==> config.mk <==
export PLATFORM = sky130hd
export DESIGN_NAME = march_bist
export DESIGN_NICKNAME = d
export VERILOG_FILES = /design/src/rtl/march_bist.sv
export SDC_FILE = /design/constraint.sdc
export NUM_CORES = 1
export LEC_CHECK = 0
export CAP_MARGIN = 5
export CORE_MARGIN = 3
export CORE_UTILIZATION = 40
export DETAILED_ROUTE_END_ITERATION = 8
export GPL_TIMING_DRIVEN = 0
export PLACE_DENSITY = 0.72
export SYNTH_ARGS = -nofsm -noshare
export SYNTH_HDL_FRONTEND = slang
export SYNTH_SLANG_ARGS = --single-unit
==> constraint.sdc <==
create_clock -name clk -period 9.8 [get_ports clk]
set_clock_uncertainty 0.2 [all_clocks]
set_input_delay 0.98 -clock clk [delete_from_list [all_inputs] [get_ports clk]]
set_output_delay 0.98 -clock clk [all_outputs]
set_load 0.05 [all_outputs]
==> src/rtl/march_bist.sv <==
// march_bist: March-algorithm memory BIST controller driving a synchronous-read
// RAM (1-cycle read latency) through a dedicated test port.
//
// Ports:
//   clk, rst (async, active-high)
//   start, mode        : start test; mode 0 = MATS+, 1 = March C- (latched at start)
//   mem_addr/we/wdata  : RAM test port (registered)
//   mem_rdata          : RAM read data, valid the cycle after the read address
//   busy, done, status : run flag, completion flag (held), 1 = pass
//   fail_addr/elem     : location of the first miscompare of the run
//   err_cnt            : saturating miscompare count
//
// Optional feature: define MARCH_BIST_CKBD_EN to repeat the whole algorithm
// once more with a checkerboard background; fail_elem[2] flags that pass.
//
// state    | meaning
// IDLE     | waiting for start
// WR       | write op on the RAM port
// RD_ISSUE | read address on the RAM port
// RD_CMP   | read data compared against expected background
// NEXT     | combinational op/address/element sequencing (never registered)
// DONE     | finished, done held, start accepted as in IDLE
module march_bist #(
  parameter int ADR_SIZE  = 4,
  parameter int DATA_SIZE = 8,
  parameter int CNT_W     = 8
) (
  input  logic                 clk,
  input  logic                 rst,
  input  logic                 start,
  input  logic                 mode,
  output logic [ADR_SIZE-1:0]  mem_addr,
  output logic                 mem_we,
  output logic [DATA_SIZE-1:0] mem_wdata,
  input  logic [DATA_SIZE-1:0] mem_rdata,
  output logic                 busy,
  output logic                 done,
  output logic                 status,
  output logic [ADR_SIZE-1:0]  fail_addr,
  output logic [2:0]           fail_elem,
  output logic [CNT_W-1:0]     err_cnt
);

  typedef enum logic [2:0] {IDLE, WR, RD_ISSUE, RD_CMP, NEXT, DONE} state_t;

  state_t              state;
  logic                mode_q;
  logic [2:0]          elem;
  logic                op;
  logic [ADR_SIZE-1:0] addr;
  logic                pass;

  function automatic logic [DATA_SIZE-1:0] ckbd_pat();
    logic [DATA_SIZE-1:0] p;
    for (int i = 0; i < DATA_SIZE; i++) p[i] = (i % 2 == 0);
    return p;
  endfunction

  localparam logic [DATA_SIZE-1:0] CKBD = ckbd_pat();

  // Background word for logical value v at an address with LSB a0.
  function automatic logic [DATA_SIZE-1:0] bg(input logic v, input logic a0, input logic p);
    logic [DATA_SIZE-1:0] d;
    d = {DATA_SIZE{v}};
    if (p) d = d ^ CKBD ^ {DATA_SIZE{a0}};
    return d;
  endfunction

  // Element table shared by both algorithms: e0 = w0, e5 = r0, and every
  // element in between is a read of v followed by a write of ~v, v = ~e[0].
  function automatic logic two_op(input logic [2:0] e);
    return (e != 3'd0) && (e != 3'd5);
  endfunction

  function automatic logic is_read(input logic [2:0] e, input logic o);
    return (e == 3'd5) || ((e != 3'd0) && !o);
  endfunction

  function automatic logic op_val(input logic [2:0] e, input logic o);
    return two_op(e) ? (o ? e[0] : ~e[0]) : 1'b0;
  endfunction

  function automatic logic is_down(input logic m, input logic [2:0] e);
    return m ? ((e == 3'd3) || (e == 3'd4)) : (e == 3'd2);
  endfunction

  function automatic logic [2:0] last_elem(input logic m);
    return m ? 3'd5 : 3'd2;
  endfunction

  logic [2:0]           n_elem;
  logic                 n_op;
  logic [ADR_SIZE-1:0]  n_addr;
  logic                 n_pass;
  logic                 seq_done;
  logic                 n_read;
  logic [DATA_SIZE-1:0] n_data;
  logic [DATA_SIZE-1:0] exp_data;
  logic                 miscmp;
  logic                 down;

  // NEXT: advance op, then address, then element (then pass).
  always_comb begin
    n_elem   = elem;
    n_op     = op;
    n_addr   = addr;
    n_pass   = pass;
    seq_done = 1'b0;
    down     = is_down(mode_q, elem);
    if (two_op(elem) && !op) begin
      n_op = 1'b1;
    end else begin
      n_op = 1'b0;
      if (addr != (down ? '0 : '1)) begin
        n_addr = down ? addr - 1'b1 : addr + 1'b1;
      end else if (elem != last_elem(mode_q)) begin
        n_elem = elem + 3'd1;
        n_addr = is_down(mode_q, elem + 3'd1) ? '1 : '0;
      end else begin
`ifdef MARCH_BIST_CKBD_EN
        if (!pass) begin
          n_pass = 1'b1;
          n_elem = 3'd0;
          n_addr = '0;
        end else begin
          seq_done = 1'b1;
        end
`else
        seq_done = 1'b1;
`endif
      end
    end
    n_read   = is_read(n_elem, n_op);
    n_data   = bg(op_val(n_elem, n_op), n_addr[0], n_pass);
    exp_data = bg(op_val(elem, op), addr[0], pass);
    miscmp   = (mem_rdata != exp_data);
  end

  always_ff @(posedge clk or posedge rst) begin
    if (rst) begin
      state     <= IDLE;
      mode_q    <= 1'b0;
      elem      <= 3'd0;
      op        <= 1'b0;
      addr      <= '0;
      pass      <= 1'b0;
      busy      <= 1'b0;
      done      <= 1'b0;
      status    <= 1'b1;
      fail_addr <= '0;
      fail_elem <= 3'd0;
      err_cnt   <= '0;
      mem_we    <= 1'b0;
      mem_addr  <= '0;
      mem_wdata <= '0;
    end else begin
      case (state)
        IDLE, DONE: begin
          if (start) begin
            state     <= WR;
            mode_q    <= mode;
            elem      <= 3'd0;
            op        <= 1'b0;
            addr      <= '0;
            pass      <= 1'b0;
            busy      <= 1'b1;
            done      <= 1'b0;
            status    <= 1'b1;
            fail_addr <= '0;
            fail_elem <= 3'd0;
            err_cnt   <= '0;
            mem_we    <= 1'b1;
            mem_addr  <= '0;
            mem_wdata <= '0;
          end
        end
        RD_ISSUE: state <= RD_CMP;
        WR, RD_CMP: begin
          if (state == RD_CMP && miscmp) begin
            status <= 1'b0;
            if (err_cnt != '1) err_cnt <= err_cnt + 1'b1;
            // status still high means this is the first miscompare of the run
            if (status) begin
              fail_addr <= addr;
              fail_elem <= elem | {pass, 2'b00};
            end
          end
          if (seq_done) begin
            state  <= DONE;
            busy   <= 1'b0;
            done   <= 1'b1;
            mem_we <= 1'b0;
          end else begin
            state     <= n_read ? RD_ISSUE : WR;
            elem      <= n_elem;
            op        <= n_op;
            addr      <= n_addr;
            pass      <= n_pass;
            mem_we    <= ~n_read;
            mem_addr  <= n_addr;
            mem_wdata <= n_data;
          end
        end
        default: state <= IDLE;
      endcase
    end
  end

endmodule

==> results of run 1 <==
[area by class of cell]
cell class / count / area share (%)
buffer: 16 / 3.65
sequential: 32 / 30.4
timing repair buffer: 43 / 17.0
inverter: 11 / 1.56
clock buffer: 6 / 3.13
clock inverter: 2 / 0.379
multi-input combinational: 163 / 40.7
tap: 67 / 3.18
[path summary, 6_finish.rpt]
path                                            end  slack [ns]  cells past startpoint
setup / recovery               state[0]$_DFFE_PP0P_        5.97                     10
hold / removal                     done$_DFFE_PP0P_        0.30                      2
setup reg to reg               state[0]$_DFFE_PP0P_        5.97                     10
hold reg to reg                    done$_DFFE_PP0P_        0.30                      2
max in group asynchronous        status$_DFFE_PP1P_        7.97                      3
min in group asynchronous  fail_addr[2]$_DFFE_PP0P_        0.84                      2
[through the flow]
stage / cells / hold slack (ns) / worst slack (ns) / power (mW)
finish: 340 / 0.296 / 5.97 / 0.875
global route: 340 / 0.330 / 5.64 / 0.945
CTS: 339 / 0.302 / 5.98 / 0.881
detailed placement: 331 / 0.286 / 6.05 / 0.769
global placement: 331 / 0.278 / 6.08 / 0.763
floorplan: 222 / 0.316 / 6.56 / 0.619
[layer usage]
layer / track usage (%) / wire (um) / up-vias
met3: 3.99 / 225 / 9
li1: - / - / 905
met5: 0 / 0 / -
met2: 28.8 / 2190 / 47
met1: 21.9 / 2220 / 870
met4: 5.98 / 85 / 0
[power by group through the flow]
| stage | clock network [mW] | logic [mW] | registers (mW) |
|---|---|---|---|
| 6_report | 0.106 | 0.544 | 0.224 |
| 5_1_grt | 0.117 | 0.595 | 0.233 |
| 4_1_cts | 0.110 | 0.546 | 0.224 |
| 3_5_place_dp | 0 | 0.543 | 0.225 |
| 3_3_place_gp | 0 | 0.538 | 0.225 |
| 2_1_floorplan | 0 | 0.307 | 0.311 |
[synth_stat cells (2+ instances only)]
master    number
nand3_1        9
nand4_1        3
a22o_1         2
o22ai_1        3
inv_1         10
nor2b_1        2
mux2i_1        2
nand2_1       13
or4_1          4
and3_1         3
xor2_1         3
a21boi_0       2
and2_1         2
o21ai_0       19
mux2_4         3
or3_1          3
o31ai_1        2
clkbuf_1       6
buf_4          7
mux2_2         2
o211ai_1       5
nor4_1         2
buf_2          2
or2_2          2
ha_1           7
dfrtp_1       31
a31o_2         2
a21oi_1        8
nand2b_1       5
nor3_1         4
a211oi_1       2
a21o_1         3
xnor2_1        2
a22oi_1        2
a31oi_1        4
nor2_1        21
[flip-flops by register name, indices dropped and copies added, names as in the netlist]
register	count
err_cnt	8
addr	4
fail_addr	4
elem	3
fail_elem	3
state	3
busy	1
done	1
mem_wdata	1
mem_we	1
mode_q	1
op	1
status	1
[worst max-delay path: cells and delay by family (launching register included)]
kind            cells  cell delay (ns)
compound gates      5             1.56
fa+ha+maj           2             0.79
flops               1             0.52
mux                 1             0.17
simple gates        2             0.45
[logic make-up (layout without fill, tap and decap cells)]
group	Yosys count	after routing	synth area share (%)
and+or+nand+nor	78	78	20.3
AOI/OAI and AO/OA	64	64	20.7
DFF	32	32	39.8
buffers and inverters	27	78	6.83
adders and majority gates	9	9	5.84
muxes	7	7	4.35
xor gates and xnor gates	5	5	2.17
==> flow_summary.yaml, run 1 <==
worst_setup_path:
  cp_cell_sequence: "ha_1, mux2i_1, o21ai_0, ha_1, and3_1, o2111ai_1, a21oi_1, and4b_1, a211oi_1, a221oi_1"
  crit_type: "reg -> reg"
  r2r-start: "elem[1]$_DFFE_PP0P_"
  cp_max_fo: 9
  slowest_stage: "o21ai_0"
  crit_path_start: "elem[1]$_DFFE_PP0P_"
  crit_top_cell: "ha_1"
  critPathMaxStageDelay_ns: 0.58
  crit_required_ns: 9.74
  arrival_ns: 3.77
  start_kind: "register"
  critPathCaptureType: "register"
sta:
  timing.final.hold_violations: 0
  finalSetupTns_ns: 0
  period_needed_ns: 3.83
  slew_headroom_pct: 53.4
  tightest_slew_ns: 0.691
  post-route-period-util_pct: 39.1
  max_freq_ghz: 0.261
  setup_viol: 0
  rsz0062_at_grt: "false"
  maxSlewViolCount: 0
global_routing:
  grt_first_pass_wirelength_um: 8180
  grt_max_degree: 33
  grt_usage_pct: 17.3
  antenna_found_initial: 0
  globalRoute.totalOverflow: 0
  grt_pass1_vias: 1768
synthesis:
  synthFlopType: "dfrtp_1"
  synth_cell_type_count: 56
  synth_edf_count: 0
  ys_async_sr_fraction_pct: 100
  ys_seq_elements: 32
  yosysTopAreaCellShare_pct: 38.5
  synth_warnings: 0
  synth_top_area_cell: "dfrtp_1"
  syn_nets: 242
  netlist_top_cells_area: "dfrtp_1 39%, o21ai_0 4.7%, ha_1 4.3%"
  synth.avg_cell_area_um2: 9.07
  netlist_instances: 222
  netlist_area_mm2: 0.00201
  synth-seq-area-share_pct: 39.8
floorplanning:
  initial_core_util_pct: 42.1
  row_count: 25
  dieArea_mm2: 0.00592
  io_pins: 43
  fp.coreArea_mm2: 0.00479
  die_w_um: 77.0
  die_y_um: 77.0
drt:
  drc: 0
  dr.pass1.iters: 4
  wl_per_cell_um: 13.9
  ant_nets: 0
  drtIter0Drc: 80
  wl_um: 4720
  via_count: 1831
  via_per_inst: 5.39
finish:
  fill_cells: 457
  final_area_mm2: 0.00264
  drive_above_1_share_pct: 11.7
  final_common_cell: "clkdlybuf4s50_1"
  diodes: 0
  multi_input_area_mm2: 0.00107
  utilization_pct: 55.1
  seqCellArea_um2: 802
  nNetsFinal: 292
  final_cell_mix: "42 x clkdlybuf4s50_1, 31 x dfrtp_1, 21 x nor2_1"
  area_delta_synth_final_pct: 31.0
power_and_ir_drop:
  irDropWorstVdd_v: 0.000240
  clkPwrFrac_pct: 12.2
  switchingPower_mw: 0.430
  powerDensity_mw_per_mm2: 331
  p_leak_nw: 1.12
  combPwrFrac_pct: 62.2
  p_int_mw: 0.444
  p_seq_share_pct: 25.6
  power.switching_fraction_pct: 49.2
hold_path:
  min_from: "done$_DFFE_PP0P_"
  hold_class: "reg -> reg"
cts:
  clk-insertion-delay-late_ns: 0.29
  clkTransAtPathRegs_ns: 0.07
  cts_made_buffers: 5
  cts_root_buf: "clkbuf_8"
  ctsHoldBuffers: 0
  cts_max_level: 2
  cts_tree: "yes"
  ctsResizeCount: 0
  numClockSinks: 32
  cts_setup_buffers: 0
  ctsLongestPathBuffers: 2
placement:
  port_buffers: 42
  dp_hpwl_um: 3360
  place_area_mm2: 0.00252
  place.gp.congestion: 0.880
job:
  maxCapViolCount: 0
run_status:
  outcome: "complete, no violations"
Power figures use the tool's default switching activity.
==> run 2, diff against run 1 <==
--- a/config.mk
+++ b/config.mk
@@ -10,7 +10,7 @@
 export CORE_UTILIZATION = 40
 export DETAILED_ROUTE_END_ITERATION = 8
 export GPL_TIMING_DRIVEN = 0
-export PLACE_DENSITY = 0.72
+export PLACE_DENSITY = 0.75
 export SYNTH_ARGS = -nofsm -noshare
 export SYNTH_HDL_FRONTEND = slang
 export SYNTH_SLANG_ARGS = --single-unit
==> constraint.sdc (replaced) <==
create_clock -name clk -period 3.4 [get_ports clk]
set_clock_uncertainty 0.2 [all_clocks]
set_input_delay 0.34 -clock clk [delete_from_list [all_inputs] [get_ports clk]]
set_output_delay 0.34 -clock clk [all_outputs]
set_load 0.05 [all_outputs]
==> run 2 against run 1 <==
Compared with the run above: global-route usage up 0.21 points; worst setup slack worse by 5.8 ns; critical path depth up 2; final cell count up 1.2%; die area unchanged; non-clock buffer count up 3; register-to-register slack worse by 5.8 ns; sequential share of layout area down 0.84 points; sequential power rose to 2.9 times the previous value; flip-flop and latch count unchanged; routed wire length up 6.8%; maximum frequency up 19%.
==> flow_summary.yaml, run 2 (synthesized netlist as in run 1, its figures left out) <==
run_status:
  outcome: "complete, no violations"
cts:
  cts_tree: "yes"
  ctsHoldBuffers: 0
  numClockSinks: 32
  cts_root_buf: "clkbuf_8"
  cts_max_level: 2
  clkTransAtPathRegs_ns: 0.07
  cts_made_buffers: 5
  clk-insertion-delay-late_ns: 0.28
  ctsLongestPathBuffers: 2
power_and_ir_drop:
  irDropWorstVdd_v: 0.000592
  p_leak_nw: 1.14
  powerDensity_mw_per_mm2: 964
  total_power_mw: 2.62
finish:
  final_cells: 344
  drive_above_1_share_pct: 15.5
  largest_reg_flops: 8
  top_register: "err_cnt"
  diodes: 0
  area_delta_synth_final_pct: 34.7
  fill_cells: 435
  reg_top3: "err_cnt x8, addr x4, fail_addr x4"
  nNetsFinal: 296
  final_cell_mix: "42 x clkdlybuf4s50_1, 31 x dfrtp_1, 21 x nor2_1"
  final_common_cell: "clkdlybuf4s50_1"
drt:
  via_per_inst: 5.39
  drtIter0Drc: 115
  wl_um: 5050
  ant_nets: 0
  wl_per_cell_um: 14.7
  dr.pass1.iters: 4
  via_count: 1853
  drc: 0
sta:
  maxSlewViolCount: 0
  post-route-period-util_pct: 94.6
  max_freq_ghz: 0.311
  slew_headroom_pct: 61.2
  period_needed_ns: 3.22
  setup_viol: 0
  tightest_slew_ns: 0.575
  timing.final.ws_setup_ns: 0.185
  timing.final.hold_violations: 0
hold_path:
  hold_class: "in -> async"
worst_setup_path:
  crit_required_ns: 3.39
  start_kind: "register"
  arrival_ns: 3.20
  critPathCaptureType: "register"
  r2r_slack_ns: 0.18
  crit_type: "reg -> reg"
  cp_max_fo: 8
global_routing:
  antenna_found_initial: 0
  globalRoute.totalOverflow: 0
  grt_pass1_vias: 1817
  grt_first_pass_wirelength_um: 8450
  grt_max_degree: 33
  grt_usage_pct: 17.5
floorplanning:
  dieArea_mm2: 0.00592
  die_w_um: 77.0
  initial_core_util_pct: 42.1
  row_count: 25
  die_y_um: 77.0
  io_pins: 43
  fp.coreArea_mm2: 0.00479
placement:
  place_ws_ns: -0.333
  dp_hpwl_um: 3520
  dp.cells: 331
  port_buffers: 42
  place.gp.congestion: 0.852
job:
  maxCapViolCount: 0
run 2: power breakdown:
part | leakage (nW) | switching, mW | internal [mW] | total (mW)
Combinational | 0.688 | 1.02 | 0.662 | 1.69
Clock | 0.0422 | 0.139 | 0.144 | 0.283
Sequential | 0.412 | 0.140 | 0.508 | 0.647
Total | 1.14 | 1.30 | 1.31 | 2.62
run 2: critical path, stage by stage, from the launching register on:
cell       delay [ns]
dfrtp_1          0.38
clkbuf_4         0.20
inv_2            0.09
ha_1             0.24
mux2i_2          0.25
o21ai_2          0.15
ha_1             0.37
nand4bb_1        0.11
a211o_1          0.31
a21oi_4          0.26
and4b_1          0.24
a211oi_2         0.06
a221oi_1         0.26
run 2: layout make-up:
type	count	area, um^2	area share, %
Tap cell	67	83.8	3.09
Inverter	11	41.3	1.52
Timing Repair Buffer	47	478	17.6
Sequential cell	32	802	29.6
Buffer	15	95.1	3.50
Multi-Input combinational cell	164	1130	41.7
Clock buffer	7	76.3	2.81
Clock inverter	1	5.00	0.184
run 2: per-layer routing:
layer | track usage [%] | part of all wire (%) | vias to the layer above
met4 | 5.25 | 0.97 | 0
met1 | 23.8 | 47 | 899
li1 | - | - | 914
met3 | 3.52 | 3.6 | 5
met5 | 0 | 0 | -
met2 | 28.0 | 48 | 35
run 2: final timing paths:
check	cells after the start	end	from
min reg2reg	1	fail_elem[0]$_DFFE_PP0P_	fail_elem[0]$_DFFE_PP0P_
min	2	fail_elem[0]$_DFFE_PP0P_	rst
min in group clk	1	fail_elem[0]$_DFFE_PP0P_	fail_elem[0]$_DFFE_PP0P_
max in group asynchronous	3	status$_DFFE_PP1P_	rst
max	12	state[0]$_DFFE_PP0P_	elem[0]$_DFFE_PP0P_
max reg2reg	12	state[0]$_DFFE_PP0P_	elem[0]$_DFFE_PP0P_
run 2: what timing repair did:
action / in CTS / in global routing
setup endpoints to repair: 12 / 13
setup buffers: 0 / 4
pin swaps: 1 / 3
gates resized for setup: 8 / 6
cloned: 1 / 0
run 2: stage by stage:
stage | cell area (um^2) | utilization (%) | hold WS [ns] | TNS (ns)
6_report | 2710 | 56.7 | 0.138 | 0
5_1_grt | 2710 | 56.7 | 0.159 | -0.0163
4_1_cts | 2630 | 55.0 | 0.322 | 0
3_5_place_dp | 2520 | 52.6 | 0.308 | -2.84
3_3_place_gp | 2520 | 52.6 | 0.277 | -2.32
2_1_floorplan | 2010 | - | 0.255 | 0
==> run 3, diff against run 2 <==
--- a/config.mk
+++ b/config.mk
@@ -5,12 +5,13 @@
 export SDC_FILE = /design/constraint.sdc
 export NUM_CORES = 1
 export LEC_CHECK = 0
+export ABC_AREA = 1
 export CAP_MARGIN = 5
 export CORE_MARGIN = 3
 export CORE_UTILIZATION = 40
 export DETAILED_ROUTE_END_ITERATION = 8
 export GPL_TIMING_DRIVEN = 0
-export PLACE_DENSITY = 0.75
+export PLACE_DENSITY = 0.74
 export SYNTH_ARGS = -nofsm -noshare
 export SYNTH_HDL_FRONTEND = slang
 export SYNTH_SLANG_ARGS = --single-unit
==> run 3 against run 2 <==
Compared with the run above: via count is 0.22% higher; largest power group unchanged; flip-flop and latch count stayed put; largest cell class unchanged; critical endpoint is now mem_we$_DFFE_PP0P_; synthesized area is 6.9% higher; global-route usage is 2.0 points lower; cell area is 2.1% higher; utilization is 3.1 points lower; first-iteration DRC count is 36% lower; sequential share of layout area is 0.60 points lower.
==> flow_summary.yaml, run 3 <==
run_status:
  outcome: "complete, no violations"
sta:
  slew_headroom_pct: 57.1
  hold_ws_ns: 0.170
  setup_viol: 0
  post-route-period-util_pct: 93.3
  maxSlewViolCount: 0
  finalSetupTns_ns: 0
  period_needed_ns: 3.17
  max_freq_ghz: 0.315
  timing.final.hold_violations: 0
  tightest_slew_ns: 0.640
  rsz0062_at_grt: "false"
cts:
  clkTransAtPathRegs_ns: 0.07
  ctsLongestPathBuffers: 2
  cts_tree: "yes"
  ctsHoldBuffers: 0
  cts_made_buffers: 5
  cts_max_level: 2
  cts_root_buf: "clkbuf_8"
  clk-insertion-delay-late_ns: 0.29
  numClockSinks: 32
  cts_setup_buffers: 0
  ctsResizeCount: 0
worst_setup_path:
  arrival_ns: 3.15
  crit_required_ns: 3.38
  cp_max_fo: 10
  r2r_slack_ns: 0.23
  critPathMaxStageDelay_ns: 0.37
  start_kind: "register"
  cp_cell_sequence: "buf_2, inv_2, ha_1, inv_1, nand2_1, nand2_1, nand2_1, nand2_1, inv_1, ha_1, nand2_1, nor2_1, nand4_1, nand2_2, buf_6, nand3_2, nand2_2, nand3_2, nand2_2, nand3_1, nand2_1, nand2_1"
  timing.rr.end: "mem_we$_DFFE_PP0P_"
  rr_worst_depth: 22
  crit_top_cell: "nand2_1"
  slowest_stage: "dfrtp_1"
  crit_type: "reg -> reg"
  critPathCaptureType: "register"
  r2r-start: "elem[0]$_DFFE_PP0P_"
drt:
  drc: 0
  wl_per_cell_um: 11.7
  dr.pass1.iters: 4
  wl_um: 4550
  via_count: 1857
  ant_nets: 0
  via_per_inst: 4.76
  drtIter0Drc: 74
finish:
  fill_cells: 489
  top_register: "err_cnt"
  area_delta_synth_final_pct: 28.6
  reg_top3: "err_cnt x8, addr x4, fail_addr x4"
  drive_above_1_share_pct: 21.6
  diodes: 0
  multi_input_area_mm2: 0.00112
  largest_reg_flops: 8
  nNetsFinal: 339
  seqCellArea_um2: 802
  utilization_pct: 53.6
  final_cell_mix: "67 x nand2_1, 42 x clkdlybuf4s50_1, 31 x dfrtp_1"
  final_common_cell: "nand2_1"
synthesis:
  synth.avg_cell_area_um2: 8.00
  netlist_instances: 269
  synth_warnings: 0
  yosys.cell_count.top_type: "nand2_1"
  synth_top_area_cell: "dfrtp_1"
  synth-seq-area-share_pct: 37.2
  synth_edf_count: 0
  netlist_area_mm2: 0.00215
  syn_nets: 289
  ys_async_sr_fraction_pct: 100
  yosysTopAreaCellShare_pct: 36.0
  synthFlopType: "dfrtp_1"
  synth_cell_type_count: 36
  netlist_top_cells_area: "dfrtp_1 36%, nand2_1 12%, ha_1 4.1%"
  ys_seq_elements: 32
  synth_common_cells: "67 x nand2_1, 31 x dfrtp_1, 23 x inv_1"
placement:
  dp_hpwl_um: 3470
  port_buffers: 42
  place.gp.congestion: 0.883
global_routing:
  grt_pass1_vias: 1741
  antenna_found_initial: 0
  globalRoute.totalOverflow: 0
  grt_first_pass_wirelength_um: 7720
  grt_usage_pct: 15.4
  grt_max_degree: 33
floorplanning:
  row_count: 26
  initial_core_util_pct: 41.6
  dieArea_mm2: 0.00630
  die_w_um: 79.4
  die_y_um: 79.4
  fp.coreArea_mm2: 0.00517
  io_pins: 43
power_and_ir_drop:
  total_power_mw: 2.66
  p_leak_nw: 1.27
  powerDensity_mw_per_mm2: 962
  irDropWorstVdd_v: 0.000470
job:
  maxCapViolCount: 0
hold_path:
  hold_class: "in -> async"
## run 3: changes by cell type after synthesis, moves of 9 or more
cell	previous run	this run
nand2_2	0	13
o21ai_0	19	10
nand2_1	13	67
inv_2	1	10
inv_1	10	23
## run 3: routing by layer
layer | up-vias | part of all wire, % | global-route usage (%)
met1 | 850 | 47 | 19.7
met5 | - | 0 | 0
met3 | 4 | 6.1 | 4.51
li1 | 957 | - | -
met4 | 0 | 0.88 | 4.98
met2 | 46 | 46 | 25.1
## run 3: cell type report
cell class                      count  share of cell area, %
Multi-Input combinational cell    190                   40.4
Clock buffer                        7                   2.76
Clock inverter                      1                  0.181
Buffer                             12                   3.43
Timing Repair Buffer               43                   16.2
Inverter                           35                   4.97
Sequential cell                    32                   29.0
Tap cell                           70                   3.16
## run 3: per-stage QoR
| step | area (um^2) | setup slack (ns) | std cells |
|---|---|---|---|
| floorplan | 2150 | 0.582 | 269 |
| global placement | 2660 | 0.329 | 381 |
| detailed placement | 2660 | 0.298 | 381 |
| CTS | 2740 | 0.260 | 389 |
| global route | 2770 | 0.00692 | 390 |
| finish | 2770 | 0.229 | 390 |
## run 3: critical path: cells and delay by family (launching register included)
| kind | cells | cell delay [ns] |
|---|---|---|
| AND/OR/NAND/NOR | 15 | 1.31 |
| adder cells (fa/ha/maj) | 2 | 0.54 |
| buffers and inverters | 5 | 0.63 |
| flip-flops | 1 | 0.37 |
## run 3: logic make-up (layout without fill, tap and decap cells)
kind of cell	after synthesis	after routing	share of synthesized area, %
fa+ha+maj	8	8	5.00
simple gates	137	137	32.9
compound gates	37	37	10.7
buf+inv	47	98	10.8
xor+xnor	8	8	3.25
flops	32	32	37.2
## run 3: power by group
part           total (mW)  internal [mW]  switching (mW)
Sequential          0.621          0.504           0.117
Combinational        1.76          0.606            1.15
Clock               0.287          0.144           0.144
Total                2.66           1.25            1.41
## run 3: how the worst max path moves through the flow
stage	from	endpoint	slack, ns	cells past startpoint
after global placement	elem[0]$_DFFE_PP0P_	mem_we$_DFFE_PP0P_	0.33	22
final	elem[0]$_DFFE_PP0P_	mem_we$_DFFE_PP0P_	0.23	22
after floorplan	elem[0]$_DFFE_PP0P_	mem_we$_DFFE_PP0P_	0.58	22
after CTS	elem[0]$_DFFE_PP0P_	mem_we$_DFFE_PP0P_	0.26	22
after global routing	elem[0]$_DFFE_PP0P_	mem_we$_DFFE_PP0P_	0.007	22
after detailed placement	elem[0]$_DFFE_PP0P_	mem_we$_DFFE_PP0P_	0.30	22
